<file path="src/rtl/mem_arb_pkg.sv">
// Shared types and width defaults for the two-requester memory-port arbiter.
package mem_arb_pkg;

  localparam int ADDR_W_DEF = 64;
  localparam int DATA_W_DEF = 64;
  localparam int MASK_W_DEF = DATA_W_DEF / 8;

  // Transaction phase of the single shared memory port
  typedef enum logic [1:0] {
    IDLE = 2'd0,
    REQ  = 2'd1,
    RESP = 2'd2
  } state_t;

  // Which requester owns the transaction in flight
  typedef enum logic {
    OWN_IF = 1'b0,
    OWN_LS = 1'b1
  } owner_t;

  // One-hot grant encodings produced by the picker
  localparam logic [1:0] GNT_NONE = 2'b00;
  localparam logic [1:0] GNT_IF   = 2'b01;
  localparam logic [1:0] GNT_LS   = 2'b10;

endpackage

</file>
<file path="src/rtl/mem_arbiter_rr_arb2.sv">
// Two-way round-robin picker: a lone requester always wins; on a tie the
// side that was not granted last time wins. Purely combinational.
module rr_arb2
  import mem_arb_pkg::*;
(
  input  logic       i_if_valid,
  input  logic       i_ls_valid,
  input  logic       i_last_ls,
  output logic [1:0] o_grant
);

  // Select the one-hot winner from the two valid bits and the last grant
  always_comb begin
    o_grant = GNT_NONE;
    if (i_if_valid && i_ls_valid) begin
      if (i_last_ls) begin
        o_grant = GNT_IF;
      end else begin
        o_grant = GNT_LS;
      end
    end else if (i_if_valid) begin
      o_grant = GNT_IF;
    end else if (i_ls_valid) begin
      o_grant = GNT_LS;
    end else begin
      o_grant = GNT_NONE;
    end
  end

endmodule

</file>
<file path="src/rtl/mem_arbiter.sv">
// Shares one memory port between instruction fetch (IF) and load/store (LS).
// One transaction at a time: accept in IDLE, present to memory in REQ,
// route the single response back to the owner in RESP.
module mem_arbiter
  import mem_arb_pkg::*;
#(
  parameter int ADDR_W = ADDR_W_DEF,
  parameter int DATA_W = DATA_W_DEF,
  parameter int MASK_W = DATA_W / 8
) (
  input  logic              clk,
  input  logic              rst,
  input  logic              if_req_valid,
  output logic              if_req_ready,
  input  logic [ADDR_W-1:0] if_req_addr,
  output logic              if_rsp_valid,
  output logic [DATA_W-1:0] if_rsp_rdata,
  input  logic              ls_req_valid,
  output logic              ls_req_ready,
  input  logic [ADDR_W-1:0] ls_req_addr,
  input  logic              ls_req_wen,
  input  logic [DATA_W-1:0] ls_req_wdata,
  input  logic [MASK_W-1:0] ls_req_wmask,
  output logic              ls_rsp_valid,
  output logic [DATA_W-1:0] ls_rsp_rdata,
  output logic              mem_req_valid,
  input  logic              mem_req_ready,
  output logic [ADDR_W-1:0] mem_req_addr,
  output logic              mem_req_wen,
  output logic [DATA_W-1:0] mem_req_wdata,
  output logic [MASK_W-1:0] mem_req_wmask,
  input  logic              mem_rsp_valid,
  input  logic [DATA_W-1:0] mem_rsp_rdata,
  output logic              err_o
);

  state_t            r_state;
  state_t            w_state_nxt;
  owner_t            r_owner;
  owner_t            r_last_grant;
  logic [ADDR_W-1:0] r_addr;
  logic              r_wen;
  logic [DATA_W-1:0] r_wdata;
  logic [MASK_W-1:0] r_wmask;
  logic              r_err;
  logic [1:0]        w_grant;
  logic              w_last_ls;
  logic              w_hs_if;
  logic              w_hs_ls;

  assign w_last_ls = (r_last_grant == OWN_LS);

  rr_arb2 u_rr_arb2 (
    .i_if_valid (if_req_valid),
    .i_ls_valid (ls_req_valid),
    .i_last_ls  (w_last_ls),
    .o_grant    (w_grant)
  );

  // A grant in IDLE is a handshake: the ready goes only to the granted side
  assign w_hs_if = (r_state == IDLE) && w_grant[0];
  assign w_hs_ls = (r_state == IDLE) && w_grant[1];

  // The memory request always reflects the latched copy so it is stable
  assign mem_req_addr  = r_addr;
  assign mem_req_wen   = r_wen;
  assign mem_req_wdata = r_wdata;
  assign mem_req_wmask = r_wmask;
  assign err_o         = r_err;

  // Next-state decode plus readies, memory valid and response routing
  always_comb begin
    w_state_nxt   = r_state;
    if_req_ready  = 1'b0;
    ls_req_ready  = 1'b0;
    mem_req_valid = 1'b0;
    if_rsp_valid  = 1'b0;
    ls_rsp_valid  = 1'b0;
    if_rsp_rdata  = '0;
    ls_rsp_rdata  = '0;
    case (r_state)
      IDLE: begin
        // Readies are gated by reset so nothing handshakes while rst is high
        if (rst) begin
          if_req_ready = 1'b0;
          ls_req_ready = 1'b0;
        end else begin
          if_req_ready = w_grant[0];
          ls_req_ready = w_grant[1];
        end
        if (w_grant != GNT_NONE) begin
          w_state_nxt = REQ;
        end else begin
          w_state_nxt = IDLE;
        end
      end
      REQ: begin
        mem_req_valid = 1'b1;
        if (mem_req_ready) begin
          w_state_nxt = RESP;
        end else begin
          w_state_nxt = REQ;
        end
      end
      RESP: begin
        if (r_owner == OWN_IF) begin
          if_rsp_rdata = mem_rsp_rdata;
          if_rsp_valid = mem_rsp_valid;
        end else begin
          ls_rsp_rdata = mem_rsp_rdata;
          ls_rsp_valid = mem_rsp_valid;
        end
        if (mem_rsp_valid) begin
          w_state_nxt = IDLE;
        end else begin
          w_state_nxt = RESP;
        end
      end
      default: begin
        w_state_nxt = IDLE;
      end
    endcase
  end

  // Transaction phase register
  always_ff @(posedge clk or posedge rst) begin
    if (rst) begin
      r_state <= IDLE;
    end else begin
      r_state <= w_state_nxt;
    end
  end

  // Capture the granted request and remember who owns it and who went last
  always_ff @(posedge clk or posedge rst) begin
    if (rst) begin
      r_addr       <= '0;
      r_wen        <= 1'b0;
      r_wdata      <= '0;
      r_wmask      <= '0;
      r_owner      <= OWN_IF;
      r_last_grant <= OWN_IF;
    end else if (w_hs_ls) begin
      r_addr       <= ls_req_addr;
      r_wen        <= ls_req_wen;
      r_wdata      <= ls_req_wdata;
      r_wmask      <= ls_req_wmask;
      r_owner      <= OWN_LS;
      r_last_grant <= OWN_LS;
    end else if (w_hs_if) begin
      // Fetches are always reads with no byte enables
      r_addr       <= if_req_addr;
      r_wen        <= 1'b0;
      r_wdata      <= '0;
      r_wmask      <= '0;
      r_owner      <= OWN_IF;
      r_last_grant <= OWN_IF;
    end
  end

  // Sticky error: a memory response when no response is expected
  always_ff @(posedge clk or posedge rst) begin
    if (rst) begin
      r_err <= 1'b0;
    end else if (mem_rsp_valid && (r_state != RESP)) begin
      r_err <= 1'b1;
    end
  end

endmodule

</file>
<file path="config.mk">
export PLATFORM = sky130hd
export DESIGN_NAME = mem_arbiter
export DESIGN_NICKNAME = d
export VERILOG_FILES = /design/src/rtl/mem_arb_pkg.sv /design/src/rtl/mem_arbiter_rr_arb2.sv /design/src/rtl/mem_arbiter.sv
export SDC_FILE = /design/constraint.sdc
export NUM_CORES = 1
export LEC_CHECK = 0
export ABC_AREA = 0
export BUFFER_PORTS_ARGS = -buffer_cell sky130_fd_sc_hd__buf_2
export CORE_AREA = 2 2 213 215
export CTS_CLUSTER_DIAMETER = 40
export DETAILED_ROUTE_END_ITERATION = 16
export DIE_AREA = 0 0 215 217
export MAX_ROUTING_LAYER = met4
export PLACE_DENSITY = 0.37
export SLEW_MARGIN = 10
export SYNTH_ARGS = -nofsm -noshare
export SYNTH_HDL_FRONTEND = slang
export SYNTH_HIERARCHICAL = 1
export SYNTH_SLANG_ARGS = --single-unit
</file>
<file path="constraint.sdc">
create_clock -name clk -period 4.7 [get_ports clk]
set_clock_uncertainty 0.2 [all_clocks]
set_input_delay 0.47 -clock clk [delete_from_list [all_inputs] [get_ports clk]]
set_output_delay 0.47 -clock clk [all_outputs]
set_load 0.005 [all_outputs]
</file>
==> results.toml <==
[status]
status = "finished clean"

[placed_design]
port_buffers = 541
post_dp_cell_area_mm2 = 0.0101
dp_cells = 1644
dp_hpwl_mm = 25.9
place.gp.congestion = 0.838

[route]
drc = 0
routedWlPerCell_um = 19.3
viasPerCell = 3.79
drt-pass1-iter-count = 4
drt-total-wl_mm = 32.9
drt_iter0_markers = 346
antenna_left = 0
vias = 6465

[sta]
slew_headroom_pct = 44.1
period_share_pct = 57.3
slew_viol_final = 0
setup_viol = 0
grt_setup_unrepaired = "no"
fin_crit_ns = 2.69
hold_viol = 0
tns_ns = 0
tightest_slew_ns = 0.839
fmax_ghz = 0.371

[worst_setup_path]
cp-end-kind = "output pin"
path_cells = "nand2b_1 > nor2_2 > buf_4 > and2_1 > buf_2"
cpMaxStageDelayCell = "buf_4"
worstPathMaxFanout = 65
critPathRequiredTime_ns = 4.03
crit_arrival_ns = 2.02
cp_slowest_stage_delay_ns = 0.44
start_kind = "flip-flop"
reg2reg_slack_ns = 2.05
rr_startpoint = "r_last_grant$_DFFE_PP0P_"
critPathKind = "flip-flop to output pin"
reg2regPathDepth = 5
rr_endpoint = "mem_req_addr[12]$_DFFE_PP0P_"

[floorplan]
start_util_pct = 15.2
die-area_mm2 = 0.0467
die_h_um = 217
row_count = 78
core_mm2 = 0.0447
die_x_um = 215
ios = 542

[global_route]
grt_pass1_vias = 6678
antenna_found_initial = 31
gr-total-overflow = 0
grt_pass1_wl_mm = 46.2
grt_max_degree = 121
grt_use_total_pct = 14.2

[finish]
syn_to_final_growth_pct = 58.9
fin_nets = 1339
final_common_cell = "buf_2"
drive_gt1_share_pct = 65.1
final_area_mm2 = 0.0108
layout_common_cells = "buf_2, dfrtp_1, and2_1, mux2_2, a22o_1"
final_cells = 1705

[synth]
syn_area_per_cell_um2 = 12.7
yosys_warnings = 6
ys_ff_latch = 141
netlist_area_mm2 = 0.00681
synth_cell_types = 21
synthCells = 537
yosysSeqAreaShare_pct = 51.8
synth_fp_nets = 808

[clock_tree]
cts_tree = "done"
clk_path_buf_depth = 2
post_cts_buffers = 0
cts_hold_buf = 5
path_clk_slew_ns = 0.06
post_cts_resized = 0
clk_latency_ns = 0.44
cts_buffers = 17
clkSinkCount = 141
cts_htree_levels = 4
cts_root_buf = "clkbuf_16"

[power]
p_leak_nw = 5.76
ir_drop_mv = 0.335
powerDensity_mw_per_mm2 = 546
finalPower_mw = 5.91

[hold_path]
min_from = "ls_req_wdata[54]"
min_path_cells = 2
holdPathEnd = "mem_req_wdata[54]$_DFFE_PP0P_"
hp-class = "primary input to flip-flop"

[flow_run]
cap_violations = 0
worst max-delay path, delay by kind of cell (launching register included):
family / cells / cell delay [ns]
flip-flops: 1 / 0.40
buffers and inverters: 2 / 0.57
AND/OR/NAND/NOR: 3 / 0.60
through the flow:
step	util (%)	hold WS [ns]	worst slack, ns
floorplan	-	0.251	0.165
global placement	22.6	0.242	1.91
detailed placement	22.6	0.249	1.88
CTS	24.1	0.00160	1.94
global route	24.1	0.0167	1.86
finish	24.2	0.0410	2.01
how the worst max path moves through the flow:
stage / cells past startpoint / slack, ns / end / start
finish: 5 / 2.01 / if_rsp_rdata[23] / r_state[0]$_DFF_PP0_
global route: 5 / 1.86 / if_rsp_rdata[23] / r_state[0]$_DFF_PP0_
CTS: 5 / 1.94 / ls_req_ready / rst
detailed placement: 6 / 1.88 / mem_req_addr[33]$_DFFE_PP0P_ / ls_req_valid
global placement: 6 / 1.91 / mem_req_addr[21]$_DFFE_PP0P_ / ls_req_valid
floorplan: 2 / 0.17 / ls_req_ready / rst
area by class of cell:
cell class / instances / area, um^2
clock inverter: 10 / 141
multi-input combinational: 348 / 3020
sequential: 141 / 3530
timing repair buffer: 556 / 2850
clock buffer: 20 / 447
tap: 600 / 751
antenna: 26 / 65.1
inverter: 4 / 20.0
fill: 4981 / 33900
logic make-up after synthesis:
group,count (synthesis),synth area share (%)
buffers and inverters,48,4.26
and+or+nand+nor,140,12.7
DFF,141,51.8
AOI/OAI and AO/OA,80,10.1
muxes,128,21.2
synth_stat cells:
cell | count | area share (%)
and3_1 | 1 | 0.092
mux2_2 | 116 | 19
a21boi_0 | 1 | 0.11
mux2_1 | 12 | 2.0
a21o_1 | 2 | 0.22
o21ai_0 | 2 | 0.15
clkbuf_1 | 13 | 0.72
buf_4 | 1 | 0.11
nor2_1 | 3 | 0.17
clkbuf_2 | 2 | 0.15
buf_2 | 17 | 1.2
a21boi_1 | 1 | 0.11
nor2_2 | 1 | 0.092
dfrtp_1 | 141 | 52
buf_6 | 11 | 1.8
a22o_1 | 73 | 9.4
nand2_1 | 2 | 0.11
and2_1 | 131 | 12
inv_1 | 4 | 0.22
o21ai_1 | 1 | 0.073
nand2b_1 | 2 | 0.18
layer usage:
| metal | share of wire (%) | routed length [um] | GRT usage [%] |
|---|---|---|---|
| met5 | 0 | 0 | - |
| met4 | 4.6 | 1520 | 7.61 |
| met3 | 6.9 | 2280 | 4.04 |
| met2 | 53 | 17400 | 25.6 |
| met1 | 36 | 11700 | 13.8 |
where the power goes:
group / leakage, nW / internal [mW] / total (mW) / switching (mW)
combinational: 3.74 / 1.29 / 2.45 / 1.16
clock: 0.282 / 0.843 / 1.41 / 0.563
sequential: 1.74 / 1.77 / 2.05 / 0.286
total: 5.76 / 3.90 / 5.91 / 2.01
sequential cells by signal, summed over array words and instances (netlist names):
register and count:
mem_req_wmask 8, r_last_grant 1, mem_req_addr 64, r_state 2, mem_req_wen 1, mem_req_wdata 64, err_o 1
No activity file was read; power rests on OpenSTA's default activity.
